<file path="config.mk">
export PLATFORM = sky130hd
export DESIGN_NAME = read_part
export DESIGN_NICKNAME = d
export VERILOG_FILES = /design/src/rtl/read_part_pkg.sv /design/src/rtl/bin_to_gray.sv /design/src/rtl/gray_sync.sv /design/src/rtl/gray_to_bin.sv /design/src/rtl/read_part.sv
export SDC_FILE = /design/constraint.sdc
export NUM_CORES = 1
export LEC_CHECK = 0
export ABC_AREA = 0
export ABC_CLOCK_PERIOD_IN_PS = 9900
export BUFFER_PORTS_ARGS = -buffer_cell sky130_fd_sc_hd__buf_2
export CAP_MARGIN = 15
export CORE_MARGIN = 5
export CORE_UTILIZATION = 60
export DETAILED_ROUTE_END_ITERATION = 7
export HOLD_SLACK_MARGIN = 0.06
export PLACE_DENSITY = 0.95
export SETUP_SLACK_MARGIN = 0.3
export SLEW_MARGIN = 20
export SYNTH_ARGS = -nofsm -noshare
export SYNTH_HDL_FRONTEND = slang
export SYNTH_HIERARCHICAL = 1
export SYNTH_SLANG_ARGS = --single-unit
</file>
<file path="constraint.sdc">
create_clock -name r_clk -period 9.9 [get_ports r_clk]
set_clock_uncertainty 0.15 [all_clocks]
set_input_delay 0.99 -clock r_clk [delete_from_list [all_inputs] [get_ports r_clk]]
set_output_delay 0.99 -clock r_clk [all_outputs]
set_load 0.05 [all_outputs]
</file>
<file path="src/rtl/read_part_pkg.sv">
// Shared FIFO constants: default geometry for the read-domain half of the async FIFO.
package read_part_pkg;
  localparam int unsigned FIFO_WIDTH_A     = 8;
  localparam int unsigned FIFO_WIDTH_D     = 8;
  localparam int unsigned FIFO_SYNC_STAGES = 2;
  localparam int unsigned FIFO_AE_LEVEL    = 2;
endpackage

</file>
<file path="src/rtl/bin_to_gray.sv">
// Combinational binary-to-Gray conversion.
module bin_to_gray #(
  parameter int unsigned WIDTH_D = 4
) (
  input  logic [WIDTH_D-1:0] bin,
  output logic [WIDTH_D-1:0] gray
);
  always_comb gray = bin ^ (bin >> 1);
endmodule

</file>
<file path="src/rtl/gray_sync.sv">
// Multi-flop synchronizer for a Gray-coded pointer crossing clock domains.
module gray_sync #(
  parameter int unsigned WIDTH  = 4,
  parameter int unsigned STAGES = 2
) (
  input  logic             clk,
  input  logic             rst_n,
  input  logic [WIDTH-1:0] din,
  output logic [WIDTH-1:0] dout
);
  logic [WIDTH-1:0] chain [STAGES];

  always_ff @(posedge clk or negedge rst_n) begin
    if (!rst_n) begin
      for (int unsigned i = 0; i < STAGES; i++) chain[i] <= '0;
    end else begin
      chain[0] <= din;
      for (int unsigned i = 1; i < STAGES; i++) chain[i] <= chain[i-1];
    end
  end

  always_comb dout = chain[STAGES-1];
endmodule

</file>
<file path="src/rtl/gray_to_bin.sv">
// Combinational Gray-to-binary conversion: each binary bit is the XOR of all Gray bits at or above it.
module gray_to_bin #(
  parameter int unsigned WIDTH_D = 4
) (
  input  logic [WIDTH_D-1:0] gray,
  output logic [WIDTH_D-1:0] bin
);
  always_comb begin
    bin = '0;
    for (int unsigned i = 0; i < WIDTH_D; i++) bin[i] = ^(gray >> i);
  end
endmodule

</file>
<file path="src/rtl/read_part.sv">
// Read-domain half of the async FIFO: read pointer, write-pointer sync, empty/level flags,
// and a 2-entry first-word-fall-through output buffer fed by a 1-cycle-latency RAM.
module read_part
  import read_part_pkg::*;
#(
  parameter int unsigned WIDTH_A     = FIFO_WIDTH_A,
  parameter int unsigned WIDTH_D     = FIFO_WIDTH_D,
  parameter int unsigned SYNC_STAGES = FIFO_SYNC_STAGES,
  parameter int unsigned AE_LEVEL    = FIFO_AE_LEVEL
) (
  input  logic               r_clk,
  input  logic               r_rst,
  input  logic               r_req,
  input  logic [WIDTH_A:0]   w_gaddr,
  input  logic [WIDTH_D-1:0] mem_rdata,
  output logic               mem_ren,
  output logic [WIDTH_A:0]   r_addr,
  output logic [WIDTH_A:0]   r_gaddr,
  output logic [WIDTH_D-1:0] r_data,
  output logic               r_valid,
  output logic               r_empty,
  output logic               r_almost_empty,
  output logic [WIDTH_A+1:0] r_level
);
  localparam int unsigned PW = WIDTH_A + 1;
  localparam logic [WIDTH_A+1:0] AE_LVL = (WIDTH_A+2)'(AE_LEVEL);

  logic [PW-1:0]      wg_s, wb_s, r_addr_inc, r_gaddr_inc, ptr_diff;
  logic               inflight, pop, mem_empty;
  logic [1:0]         occ;
  logic [2:0]         occ_next;
  logic [WIDTH_D-1:0] buf_q [2];
  logic               head, tail;

  gray_sync #(.WIDTH(PW), .STAGES(SYNC_STAGES)) u_sync (
    .clk   (r_clk),
    .rst_n (r_rst),
    .din   (w_gaddr),
    .dout  (wg_s)
  );

  gray_to_bin #(.WIDTH_D(PW)) u_g2b (
    .gray (wg_s),
    .bin  (wb_s)
  );

  bin_to_gray #(.WIDTH_D(PW)) u_b2g (
    .bin  (r_addr_inc),
    .gray (r_gaddr_inc)
  );

  // Issue a RAM read only if the buffer still has room after everything already committed lands.
  always_comb begin
    r_addr_inc = r_addr + PW'(1);
    mem_empty  = (r_gaddr == wg_s);
    r_valid    = (occ != 2'd0);
    r_empty    = !r_valid;
    pop        = r_valid && r_req;
    occ_next   = {1'b0, occ} + {2'b00, inflight} - {2'b00, pop};
    mem_ren    = !mem_empty && (occ_next <= 3'd1);
    r_data     = buf_q[head];
    ptr_diff   = wb_s - r_addr;
    r_level    = {1'b0, ptr_diff} + (WIDTH_A+2)'(inflight) + (WIDTH_A+2)'(occ);
    r_almost_empty = (r_level <= AE_LVL);
  end

  always_ff @(posedge r_clk or negedge r_rst) begin
    if (!r_rst) begin
      r_addr   <= '0;
      r_gaddr  <= '0;
      inflight <= 1'b0;
    end else begin
      inflight <= mem_ren;
      if (mem_ren) begin
        r_addr  <= r_addr_inc;
        r_gaddr <= r_gaddr_inc;
      end
    end
  end

  always_ff @(posedge r_clk or negedge r_rst) begin
    if (!r_rst) begin
      occ      <= '0;
      head     <= 1'b0;
      tail     <= 1'b0;
      buf_q[0] <= '0;
      buf_q[1] <= '0;
    end else begin
      if (inflight) begin
        buf_q[tail] <= mem_rdata;
        tail        <= ~tail;
      end
      if (pop) head <= ~head;
      occ <= occ_next[1:0];
    end
  end
endmodule
</file>
==> flow_summary.json <==
{
  "status": "finished, final reports clean",
  "cpMaxStageDelayCell": "or4_4",
  "rsz0062_at_grt": "false",
  "first_global_vias": 2244,
  "dp_hpwl_um": 4710,
  "fin_ws_ns": 4.47,
  "die_h_um": 83.5,
  "cts_inserted_buffers": 9,
  "die_x_um": 83.5,
  "grt_util_met2_pct": 31.1,
  "multi_input_area_um2": 1640,
  "area_growth_syn_to_layout_pct": 14.1,
  "async_reset_ff_share_pct": 100,
  "regArea_um2": 1430,
  "path_cells": "xor3_2 -> xnor3_2 -> xnor2_1 -> inv_1 -> ha_1 -> inv_1 -> fa_1 -> ha_1 -> a21o_1 -> nand2_2 -> or4_4 -> nor2_2 -> xnor2_1 -> buf_2",
  "clkTransAtPathRegs_ns": 0.06,
  "viasPerCell": 5.23,
  "fin_setup_tns_ns": 0,
  "drcViolationCount": 0,
  "synth_top_area_cell": "dfrtp_1",
  "crit_path_start_kind": "register",
  "grt_pass1_wl_um": 10500,
  "period_needed_ns": 5.43,
  "drv_slew": 0,
  "dieArea_um2": 6970,
  "end_kind": "primary output",
  "clk_latency_ns": 0.33,
  "worstHoldPathType": "reg2reg",
  "num_antenna_cells": 0,
  "root_buffer": "clkbuf_8",
  "initial_core_util_pct": 62.7,
  "vias": 2188,
  "post_cts_buffers": 0,
  "grt-ovfl-total": 0,
  "synth_top_area_share_pct": 44.0,
  "ys_warn_count": 6,
  "hold_viol_final": 0,
  "coreArea_um2": 5170,
  "syn_area_um2": 3240,
  "htree_levels": 3,
  "grt_max_degree": 58,
  "synth-seq-cells": 57,
  "fillers": 366,
  "ys_types": 41,
  "grt_usage_pct": 18.8,
  "wl_per_cell_um": 15.3,
  "placed_area_um2": 3530,
  "worstSetupPathType": "reg2out",
  "crit_fanout": 4,
  "drive_gt1_share_pct": 34.2,
  "tightest_slew_ns": 0.817,
  "cts.sinks": 57,
  "ant_nets": 0,
  "cts_tree": "built",
  "avgSynthCellArea_um2": 11.3,
  "pre_cts_slack_ns": 4.80,
  "grtUsageMet1_pct": 24.0,
  "drt-initial-drc-count": 104,
  "grt_use_met3_pct": 4.74,
  "design_area_um2": 3700,
  "cts_hold_buf": 0,
  "cp_data_arrival_time_ns": 4.29,
  "max_freq_mhz": 184,
  "max-cap-violations": 0,
  "pin_count": 60,
  "routabilityCongestion": 0.921,
  "grt.busiest_layer": "met2",
  "fp-row-count": 26,
  "routed_wl_um": 6380,
  "setup_viol": 0,
  "relSlewSlack_pct": 45.4,
  "synth_edf_count": 0,
  "fin_nets": 381,
  "synth_nets": 325,
  "cts.path.max_buffers": 2,
  "crit_required_ns": 8.76,
  "syn-instance-count": 288,
  "yosys-top-cells-area": "dfrtp_1, mux2_2, xnor2_1",
  "cts_resized": 0,
  "period_share_pct": 54.8,
  "synthFlopType": "dfrtp_1",
  "port_buffers": 59,
  "max_stage_delay_ns": 0.57,
  "antenna_found_initial": 0,
  "seq_area_frac_synth_pct": 44.0,
  "dr.pass1.iters": 4
}
[layer usage]
layer  vias to the layer above  wire, um
li1                       1043         -
met5                         -         0
met2                        64      3270
met3                         6       344
met4                         0        70
met1                      1075      2690
[sequential cells by signal (all words and copies together), names as in the netlist]
register	flops
buf_q	16
r_addr	9
r_gaddr	9
u_sync/chain	9
u_sync/dout	9
occ	2
head	1
inflight	1
tail	1
[cell usage after synthesis, types with 2 or more instances]
master,count
nor3_2,2
xor2_1,22
nor2_2,2
buf_4,11
ha_1,13
or3_1,2
nor2b_1,3
nand2_1,37
nand2_2,2
clkbuf_1,2
fa_1,4
nor4_1,2
a211oi_2,2
mux2_2,25
nor2_1,11
nor3b_2,2
nand3_1,7
dfrtp_1,57
o21ai_1,4
buf_2,3
o21ai_0,4
a21oi_1,4
inv_1,18
xnor3_1,2
xnor2_1,31
[cell families (layout without fill, tap and decap cells)]
logic type,count (synthesis),in the layout,synth area share [%]
buf+inv,35,95,5.44
fa+ha+maj,17,17,7.49
simple gates,76,76,11.9
compound gates,20,20,4.79
flops,57,57,44.0
mux,25,25,8.69
xor+xnor,58,58,17.7
[per-stage QoR]
step	hold WS (ns)	std cells	util, %
floorplan	0.181	288	-
global placement	0.182	403	68.3
detailed placement	0.185	403	68.3
CTS	0.199	418	71.5
global route	0.209	418	71.5
finish	0.197	418	71.5
[worst max-delay path: cells and delay by family (launching register included)]
| kind | cells | cell delay (ns) |
|---|---|---|
| XOR/XNOR | 4 | 1.25 |
| adder cells (fa/ha/maj) | 3 | 0.94 |
| AND/OR/NAND/NOR | 3 | 0.76 |
| flip-flops | 1 | 0.44 |
| buffers and inverters | 3 | 0.42 |
| AO/OA/AOI/OAI | 1 | 0.14 |
[worst paths after layout]
check | from | end | slack [ns] | cells past startpoint
max | u_sync/dout[8]$_DFF_PN0_ | r_level[7] | 4.47 | 14
min | u_sync/chain[11]$_DFF_PN0_ | u_sync/dout[2]$_DFF_PN0_ | 0.20 | 0
max in group asynchronous | r_rst | r_addr[0]$_DFFE_PN0P_ | 8.48 | 2
min in group asynchronous | r_rst | r_gaddr[6]$_DFFE_PN0P_ | 0.64 | 2
max reg2reg | occ[1]$_DFF_PN0_ | r_addr[3]$_DFFE_PN0P_ | 6.84 | 13
min reg2reg | u_sync/chain[11]$_DFF_PN0_ | u_sync/dout[2]$_DFF_PN0_ | 0.20 | 0
[cell type report]
cell class	instances	share of cell area, %
Multi-Input combinational cell	196	44.3
Sequential cell	57	38.6
Timing Repair Buffer	61	8.40
Clock buffer	12	3.93
Tap cell	70	2.37
Inverter	19	1.93
Clock inverter	3	0.474
[layout by cell type (no fill, tap or decap), types with 2 or more instances in the layout]
master and n:
a21oi_1 4, nand2_2 2, buf_4 2, buf_2 59
xor2_1 22, or3_1 2, nand2_1 37, nand3_1 7
nor2_2 2, o21ai_1 4, xnor3_1 2, ha_1 13
clkinv_2 2, clkbuf_8 10, fa_1 4, nor2b_1 3
inv_1 18, o21ai_0 4, clkbuf_1 2, nor2_1 11
a211oi_2 2, nor3_2 2, xnor2_1 31, mux2_2 25
dfrtp_1 57, nor3b_2 2, nor4_1 2
Power is left out: the tool's default activity adds up to more than one toggle a clock period on the data nets, which glitch-free logic cannot reach.
